===== config.mk =====
export PLATFORM = sky130hd
export DESIGN_NAME = seq_ctrl
export DESIGN_NICKNAME = d
export VERILOG_FILES = /design/src/rtl/seq_pkg.sv /design/src/rtl/seq_mem_timer.sv /design/src/rtl/seq_ctrl.sv
export SDC_FILE = /design/constraint.sdc
export NUM_CORES = 1
export LEC_CHECK = 0
export BUFFER_PORTS_ARGS = -buffer_cell sky130_fd_sc_hd__buf_2
export CORE_MARGIN = 2
export CORE_UTILIZATION = 50
export DETAILED_ROUTE_END_ITERATION = 8
export PLACE_DENSITY = 0.84
export SLEW_MARGIN = 15
export SYNTH_ARGS = -nofsm -noshare
export SYNTH_HDL_FRONTEND = slang
export SYNTH_HIERARCHICAL = 1
export SYNTH_SLANG_ARGS = --single-unit

===== constraint.sdc =====
create_clock -name clk -period 5.4 [get_ports clk]
set_clock_uncertainty 0.15 [all_clocks]
set_input_delay 1.08 -clock clk [delete_from_list [all_inputs] [get_ports clk]]
set_output_delay 1.08 -clock clk [all_outputs]
set_load 0.02 [all_outputs]

===== src/rtl/seq_pkg.sv =====
// Shared types and constants for the seq_ctrl instruction sequencer.
package seq_pkg;

    typedef enum logic [2:0] {
        ST_IDLE,
        ST_FETCH,
        ST_DECODE,
        ST_EXECUTE,
        ST_MEMORY,
        ST_WRITEBACK,
        ST_PCUPD,
        ST_HALT
    } state_t;

    localparam logic [2:0] STAT_AOK = 3'd1;
    localparam logic [2:0] STAT_HLT = 3'd2;
    localparam logic [2:0] STAT_ADR = 3'd3;
    localparam logic [2:0] STAT_INS = 3'd4;

    localparam logic [3:0] ICODE_HALT   = 4'h0;
    localparam logic [3:0] ICODE_OPQ    = 4'h6;
    localparam logic [3:0] ICODE_RMMOVQ = 4'h4;
    localparam logic [3:0] ICODE_MRMOVQ = 4'h5;
    localparam logic [3:0] ICODE_CALL   = 4'h8;
    localparam logic [3:0] ICODE_RET    = 4'h9;
    localparam logic [3:0] ICODE_PUSHQ  = 4'hA;
    localparam logic [3:0] ICODE_POPQ   = 4'hB;

    // Instructions that touch data memory and therefore wait on mem_ready.
    function automatic logic is_mem_icode(input logic [3:0] ic);
        return (ic == ICODE_RMMOVQ) || (ic == ICODE_MRMOVQ) || (ic == ICODE_CALL) ||
               (ic == ICODE_RET)    || (ic == ICODE_PUSHQ)  || (ic == ICODE_POPQ);
    endfunction

endpackage


===== src/rtl/seq_mem_timer.sv =====
// MEMORY-state wait counter: cleared outside MEMORY, expires on wait cycle MEM_TIMEOUT.
module seq_mem_timer #(
    parameter int MEM_TIMEOUT = 15
) (
    input  logic clk,
    input  logic rst_n,
    input  logic clr,
    input  logic cnt_en,
    output logic expired
);

    localparam int CW = $clog2(MEM_TIMEOUT + 1);
    localparam logic [CW-1:0] LAST = CW'(MEM_TIMEOUT - 1);

    logic [CW-1:0] count_q;
    logic [CW-1:0] count_d;

    always_comb begin
        count_d = count_q;
        if (clr) begin
            count_d = '0;
        end else if (cnt_en) begin
            count_d = count_q + 1'b1;
        end
    end

    always_ff @(posedge clk) begin
        if (!rst_n) begin
            count_q <= '0;
        end else begin
            count_q <= count_d;
        end
    end

    // count_q holds (wait cycle - 1), so this fires during wait cycle MEM_TIMEOUT.
    assign expired = cnt_en && (count_q == LAST);

endmodule


===== src/rtl/seq_ctrl.sv =====
// Multi-cycle instruction sequencer; define SEQ_CTRL_STEP_EN for single-step mode (step port).
//   state     | meaning
//   IDLE      | waiting for start (or step)
//   FETCH     | latch icode, check fetch errors / halt
//   DECODE    | decode stage
//   EXECUTE   | ALU stage, cc write for OPq
//   MEMORY    | data access, waits on mem_ready for memory-class icodes
//   WRITEBACK | register write stage
//   PCUPD     | retire: bump instr_count
//   HALT      | absorbing until reset
module seq_ctrl
    import seq_pkg::*;
#(
    parameter int MEM_TIMEOUT = 15
) (
    input  logic        clk,
    input  logic        rst_n,
    input  logic        start,
`ifdef SEQ_CTRL_STEP_EN
    input  logic        step,
`endif
    input  logic [3:0]  icode,
    input  logic        instr_valid,
    input  logic        imem_error,
    input  logic        mem_ready,
    input  logic        dmem_error,
    output logic        fetch_en,
    output logic        decode_en,
    output logic        exec_en,
    output logic        mem_en,
    output logic        wb_en,
    output logic        pc_en,
    output logic        cc_en,
    output logic [2:0]  stat,
    output logic        halted,
    output logic [31:0] instr_count
);

    state_t      state_q, state_d;
    logic [2:0]  stat_q, stat_d;
    logic [3:0]  icode_q, icode_d;
    logic [31:0] count_q, count_d;
    logic        go;
    logic        mem_wait;
    logic        tmr_expired;

`ifdef SEQ_CTRL_STEP_EN
    assign go = start | step;
`else
    assign go = start;
`endif

    assign mem_wait = (state_q == ST_MEMORY) && is_mem_icode(icode_q) && !mem_ready;

    seq_mem_timer #(
        .MEM_TIMEOUT(MEM_TIMEOUT)
    ) u_mem_timer (
        .clk     (clk),
        .rst_n   (rst_n),
        .clr     (state_q != ST_MEMORY),
        .cnt_en  (mem_wait),
        .expired (tmr_expired)
    );

    always_comb begin
        state_d = state_q;
        stat_d  = stat_q;
        icode_d = icode_q;
        count_d = count_q;
        case (state_q)
            ST_IDLE: begin
                if (go) state_d = ST_FETCH;
            end
            ST_FETCH: begin
                icode_d = icode;
                if (imem_error) begin
                    stat_d  = STAT_ADR;
                    state_d = ST_HALT;
                end else if (!instr_valid) begin
                    stat_d  = STAT_INS;
                    state_d = ST_HALT;
                end else if (icode == ICODE_HALT) begin
                    stat_d  = STAT_HLT;
                    state_d = ST_HALT;
                end else begin
                    state_d = ST_DECODE;
                end
            end
            ST_DECODE:  state_d = ST_EXECUTE;
            ST_EXECUTE: state_d = ST_MEMORY;
            ST_MEMORY: begin
                if (!is_mem_icode(icode_q)) begin
                    state_d = ST_WRITEBACK;
                end else if (mem_ready) begin
                    if (dmem_error) begin
                        stat_d  = STAT_ADR;
                        state_d = ST_HALT;
                    end else begin
                        state_d = ST_WRITEBACK;
                    end
                end else if (tmr_expired) begin
                    stat_d  = STAT_ADR;
                    state_d = ST_HALT;
                end
            end
            ST_WRITEBACK: state_d = ST_PCUPD;
            ST_PCUPD: begin
                count_d = count_q + 32'd1;
`ifdef SEQ_CTRL_STEP_EN
                state_d = ST_IDLE;
`else
                state_d = ST_FETCH;
`endif
            end
            ST_HALT: state_d = ST_HALT;
        endcase
    end

    always_ff @(posedge clk) begin
        if (!rst_n) begin
            state_q <= ST_IDLE;
            stat_q  <= STAT_AOK;
            icode_q <= ICODE_HALT;
            count_q <= '0;
        end else begin
            state_q <= state_d;
            stat_q  <= stat_d;
            icode_q <= icode_d;
            count_q <= count_d;
        end
    end

    assign fetch_en    = (state_q == ST_FETCH);
    assign decode_en   = (state_q == ST_DECODE);
    assign exec_en     = (state_q == ST_EXECUTE);
    assign mem_en      = (state_q == ST_MEMORY);
    assign wb_en       = (state_q == ST_WRITEBACK);
    assign pc_en       = (state_q == ST_PCUPD);
    assign cc_en       = (state_q == ST_EXECUTE) && (icode_q == ICODE_OPQ);
    assign halted      = (state_q == ST_HALT);
    assign stat        = stat_q;
    assign instr_count = count_q;

endmodule


Word-level counts from Yosys, hierarchy flattened
Cells that the tools add are included.

$add $sub $neg: 2. Equality and inequality tests: 22. Muxes and demuxes: 17. Bitwise gates (word level): 1. Reduce and logical (&&, ||, !) cells: 16.

Operators with widths (number): $mux 3 (14); $add 32x1->32 const B (1); $pmux 3 s8 (1); $eq 4x4->1 const B (5); $eq 3x3->1 const B (4); $eq 4x3->1 const B (3); $eq 3x2->1 const B (2); $ne 3x3->1 const B (2); $pmux 3 s2 (1); $logic_or 1x1->1 (5); $reduce_and 5->1 (1); $add 4x1->4 const B (1); $logic_and 1x1->1 (4); $logic_not 4->1 (1); $ne 4x3->1 const B (1); $ne 4x4->1 const B (1); $eq 3x1->1 const B (1); $logic_not 3->1 (1); $ne 3x2->1 const B (1); $mux 2 (1); $ne 2x1->1 const B (1); $ne 2x2->1 const B (1); $reduce_and 2->1 (1); $reduce_bool 2->1 (1); other kinds (3) (3).

Input bits: 11. Output and inout port bits: 43. Flip-flop bits (word level): 46. Word-level logic and storage cells: 63.

Depth between registers and ports, before layout
Depth after elaboration: 13. Mapped depth: 9. Depth with buffers taken out: 6.

Cells and area by module
Netlist, hierarchy kept.

By module, submodules not included: seq_ctrl (instances 1, seq. area each 840.8 um^2, cells each 252, area an instance 2159.6 um^2); seq_mem_timer (instances 1, seq. area each 80.1 um^2, cells each 21, area an instance 207.7 um^2).

Worst setup path after synthesis
Ideal clock, no wire load.

Kind: input-to-reg. Start: input port mem_ready. End: register state_q[0]. Library setup time: 0.074 ns. Stages: 6. Arrival: 2.136 ns. Setup slack: 3.040 ns. Cell sequence: a211oi_1 > buf_2 > and4_1 > nor3_1 > a221o_1 > a31oi_1.

Cells in the longest elaborated chain, start to end: 5. Elaborated cells on any way between the ends: 8.

RTL lines: start: declaration (RTL line seq_ctrl.sv:25) `input logic mem_ready,`; $logic_not 1->1 (RTL line seq_ctrl.sv:53) `assign mem_wait = (state_q == ST_MEMORY) && is_mem_icode(icode_q) && !mem_ready;`; $logic_and 1x1->1 (RTL line seq_ctrl.sv:53); $logic_and 1x1->1 (RTL line seq_mem_timer.sv:36) `assign expired = cnt_en && (count_q == LAST);`; named net tmr_expired (RTL line seq_ctrl.sv:45) `logic tmr_expired;`; $ne 4x4->1 (no source line); $reduce_and 2->1 (no source line); end signal: assignment (RTL line seq_ctrl.sv:126) `state_q <= state_d;`; end: declaration (RTL line seq_ctrl.sv:39) `state_t state_q, state_d;`.

The timed path passes the listed nets, and every way through them passes these cells. A chain may end at the register's enable or synchronous reset.

Worst setup path in the final report
Start: register state_q[0]. End: output port fetch_en.

Cells in the longest elaborated chain, start to end: 1.

RTL lines: $eq 3x1->1 (RTL line seq_ctrl.sv:133) `assign fetch_en = (state_q == ST_FETCH);`; end: declaration (RTL line seq_ctrl.sv:27) `output logic fetch_en,`.

Every way passes these cells.

==> results.txt <==
Run status - finished, final reports clean
Met1 WL - 2420 um
HP Start - stat[2]$_SDFFE_PN0P_
1st-iter DRT viols - 200
Fillers - 413
CTS max path bufs - 2
Clock sinks - 46
Largest net degree at the start of global routing - 38
Data arrival, critical path - 1710 ps
Via count of the first global-routing pass - 2,010
Die Area - 0.00530 sq mm
Reg2reg setup slack - 2640 ps
Via count - 2,260
First-pass GRT wire length - 8910 um
EDFF count, synth - 0
Root buf cell - clkbuf_8
CTS hold repair buffers - 0
Async S/R FF share, synth - 0%
Crit path kind - flop to output pin
H-tree Lvls - 2
Routed WL - 5480 um
Core outline area - 0.00463 sq mm
Die Y - 72.8 um
Initial Utilization - 51.1%
Syn Inst Count - 273
DRT antenna net count - 0
Top routing layer used - met4
Initial antenna violation count - 0
Final setup vio count - 0
LEAKAGE - 0.00110 uW
Multi-input gate area - 0.00133 sq mm
Minimum clock period - 2940 ps
MaxCap Viol Count - 0
Area leader, netlist - dfxtp_1
Share of cells above drive strength 1 - 21.6%
Area growth syn-to-layout - 16.8%
Synth unique cells - 50
CTS buffer count - 5
Design Area, Final - 0.00277 sq mm
Drt first pass iters - 4
Pwr/cell area - 279 mW/mm^2
Worst-skew pair later-pin latency - 300 ps
GR Util All Layers - 20.9%
Detailed placer's ending HPWL - 3800 um
RePlAce Congestion - 0.834
Main synth FF type - dfxtp_1
Metal2 WL - 2710 um
Core Rows - 25
I/O pin count - 54
Hold Fails Final Rpt - 0
Total Power Consumption - 771 uW
Startpoint Class - flop
Crit-path cells - nor3b_2, buf_2
Hold path cells - 2
Post-Syn Area - 0.00237 sq mm
Hold Slack - 313 ps
Slew headroom - 47.8%
R2r worst-path depth - 6
Routed wire per std cell - 14.7 um
Util after Layout - 59.7%
Worst r2r dst - state_q[1]$_SDFFE_PN0P_
Crit-path max FO - 12
Setup TNS - 0 ps
Worst hold-check path type - flop to flop
Worst path slowest cell - nor3b_2
Period utilization - 54.5%
DRC - 0
Die width - 72.8 um
Flops & latches, synth - 46
Mapped Avg Cell Area - 8.67 sq um
IO buf count - 53
Max frequency - 0.340 GHz
Actual slew at the worst max-slew pin - 779 ps
Sequential area share after synthesis - 38.9%
Max-slew violations - 0
CP peak stage delay - 610 ps
Synth top area cells - dfxtp_1, or4_1, a21oi_1
RSZ-0062 raised after global routing - no
Dpl cell area - 0.00262 sq mm
Worst vdd ir - 0.139 mV
Clock-pin slew on the worst setup and hold paths - 80 ps
Top-area cell type share of the netlist area - 38.9%
CTS tree - yes
Ant. Diodes - 0
Syn. warnings - 6
Post-CTS sizing - 0
Required @ worst endpoint - 4170 ps
Total grt overflow - 0
Setup bufs post-CTS - 0
Layout Nets - 332
WL met3 - 286 um
RR Startpoint - state_q[2]$_SDFFE_PN0P_
FF/Latch Area - 921 sq um
Post-Synthesis Net Count - 287
Hold worst-path end - stat[2]$_SDFFE_PN0P_
Via density - 6.06
CP endpoint kind - output pin
registers in the layout, summed over array words and instances, names as in the netlist:
signal,flops
icode_q,4
instr_count,32
stat,3
state_q,3
u_mem_timer/count_q,4
worst max-delay path: cells and delay by family, from the launching register on:
kind	cells	cell delay, ps
buffers and inverters	1	280
and+or+nand+nor	1	610
DFF	1	530
Yosys cell counts (6+ instances only):
| cell type | count |
|---|---|
| and4_1 | 6 |
| o21ai_0 | 6 |
| nand2b_1 | 8 |
| nor2_1 | 19 |
| inv_1 | 10 |
| clkbuf_1 | 6 |
| nand3_1 | 9 |
| or4_1 | 16 |
| dfxtp_1 | 46 |
| mux2i_1 | 6 |
| nor4_1 | 6 |
| xnor2_1 | 8 |
| nand4_1 | 10 |
| nand2_1 | 20 |
| o31ai_1 | 13 |
| a21oi_1 | 22 |
metal layers:
metal | up-vias | GRT usage (%)
li1 | 1110 | -
met1 | 1067 | 25.6
met2 | 75 | 36.3
met3 | 8 | 4.83
met4 | 0 | 6.79
met5 | - | 0
area by class of cell:
cell class,instances,share of cell area (%)
Timing Repair Buffer,53,9.59
Multi-Input combinational cell,201,48.0
Clock buffer,6,2.99
Sequential cell,46,33.3
Tap cell,54,2.44
Inverter,11,1.49
Clock inverter,2,2.17
worst max-delay path by stage:
stage | from | endpoint | slack, ps
final | state_q[0]$_SDFFE_PN0P_ | fetch_en | 2460
after global routing | state_q[0]$_SDFFE_PN0P_ | fetch_en | 2390
after CTS | state_q[0]$_SDFFE_PN0P_ | fetch_en | 2480
after detailed placement | mem_ready | state_q[1]$_SDFFE_PN0P_ | 2450
after global placement | mem_ready | state_q[0]$_SDFFE_PN0P_ | 2550
after floorplan | mem_ready | state_q[0]$_SDFFE_PN0P_ | 3040
report_power, final:
part           total (uW)  internal (uW)  leakage, uW  switching (uW)
registers             367            350     0.000372            16.8
logic                87.8           36.9     0.000653            50.9
clock network         317            197    0.0000714             119
total                 771            584      0.00110             187
kinds of logic after synthesis:
logic type               synth area share, %
buffers and inverters                   5.02
adder cells (fa/ha/maj)                 1.59
AND/OR/NAND/NOR                         31.0
AO/OA/AOI/OAI                           16.9
XOR/XNOR                                4.07
multiplexers                            2.54
flip-flops                              38.9
cell usage in the layout, fill, tap and decap left out, types with 3 or more instances in the layout:
cell type and n:
or3_1 3, mux2i_1 6, nand4_1 10, xnor2_1 8, dfxtp_1 46, buf_2 53, ha_1 3, inv_1 10
and2_1 3, or4_1 16, nor4_1 6, o311ai_0 3, nand2_1 20, a211oi_1 3, o31ai_1 13, nand2b_1 8
nor2_1 19, and4_1 6, and3_1 4, a21oi_1 22, nand3_1 9, xor2_1 3, clkbuf_8 6, nand3b_1 3
o41ai_1 3, o21ai_0 6
per-stage QoR:
| step | setup slack, ps | instances |
|---|---|---|
| 3_5_place_dp | 2450 | 365 |
| 5_1_grt | 2390 | 373 |
| 3_3_place_gp | 2550 | 365 |
| 2_1_floorplan | 3040 | 273 |
| 6_report | 2460 | 373 |
| 4_1_cts | 2480 | 373 |
Power figures use the tool's default switching activity.
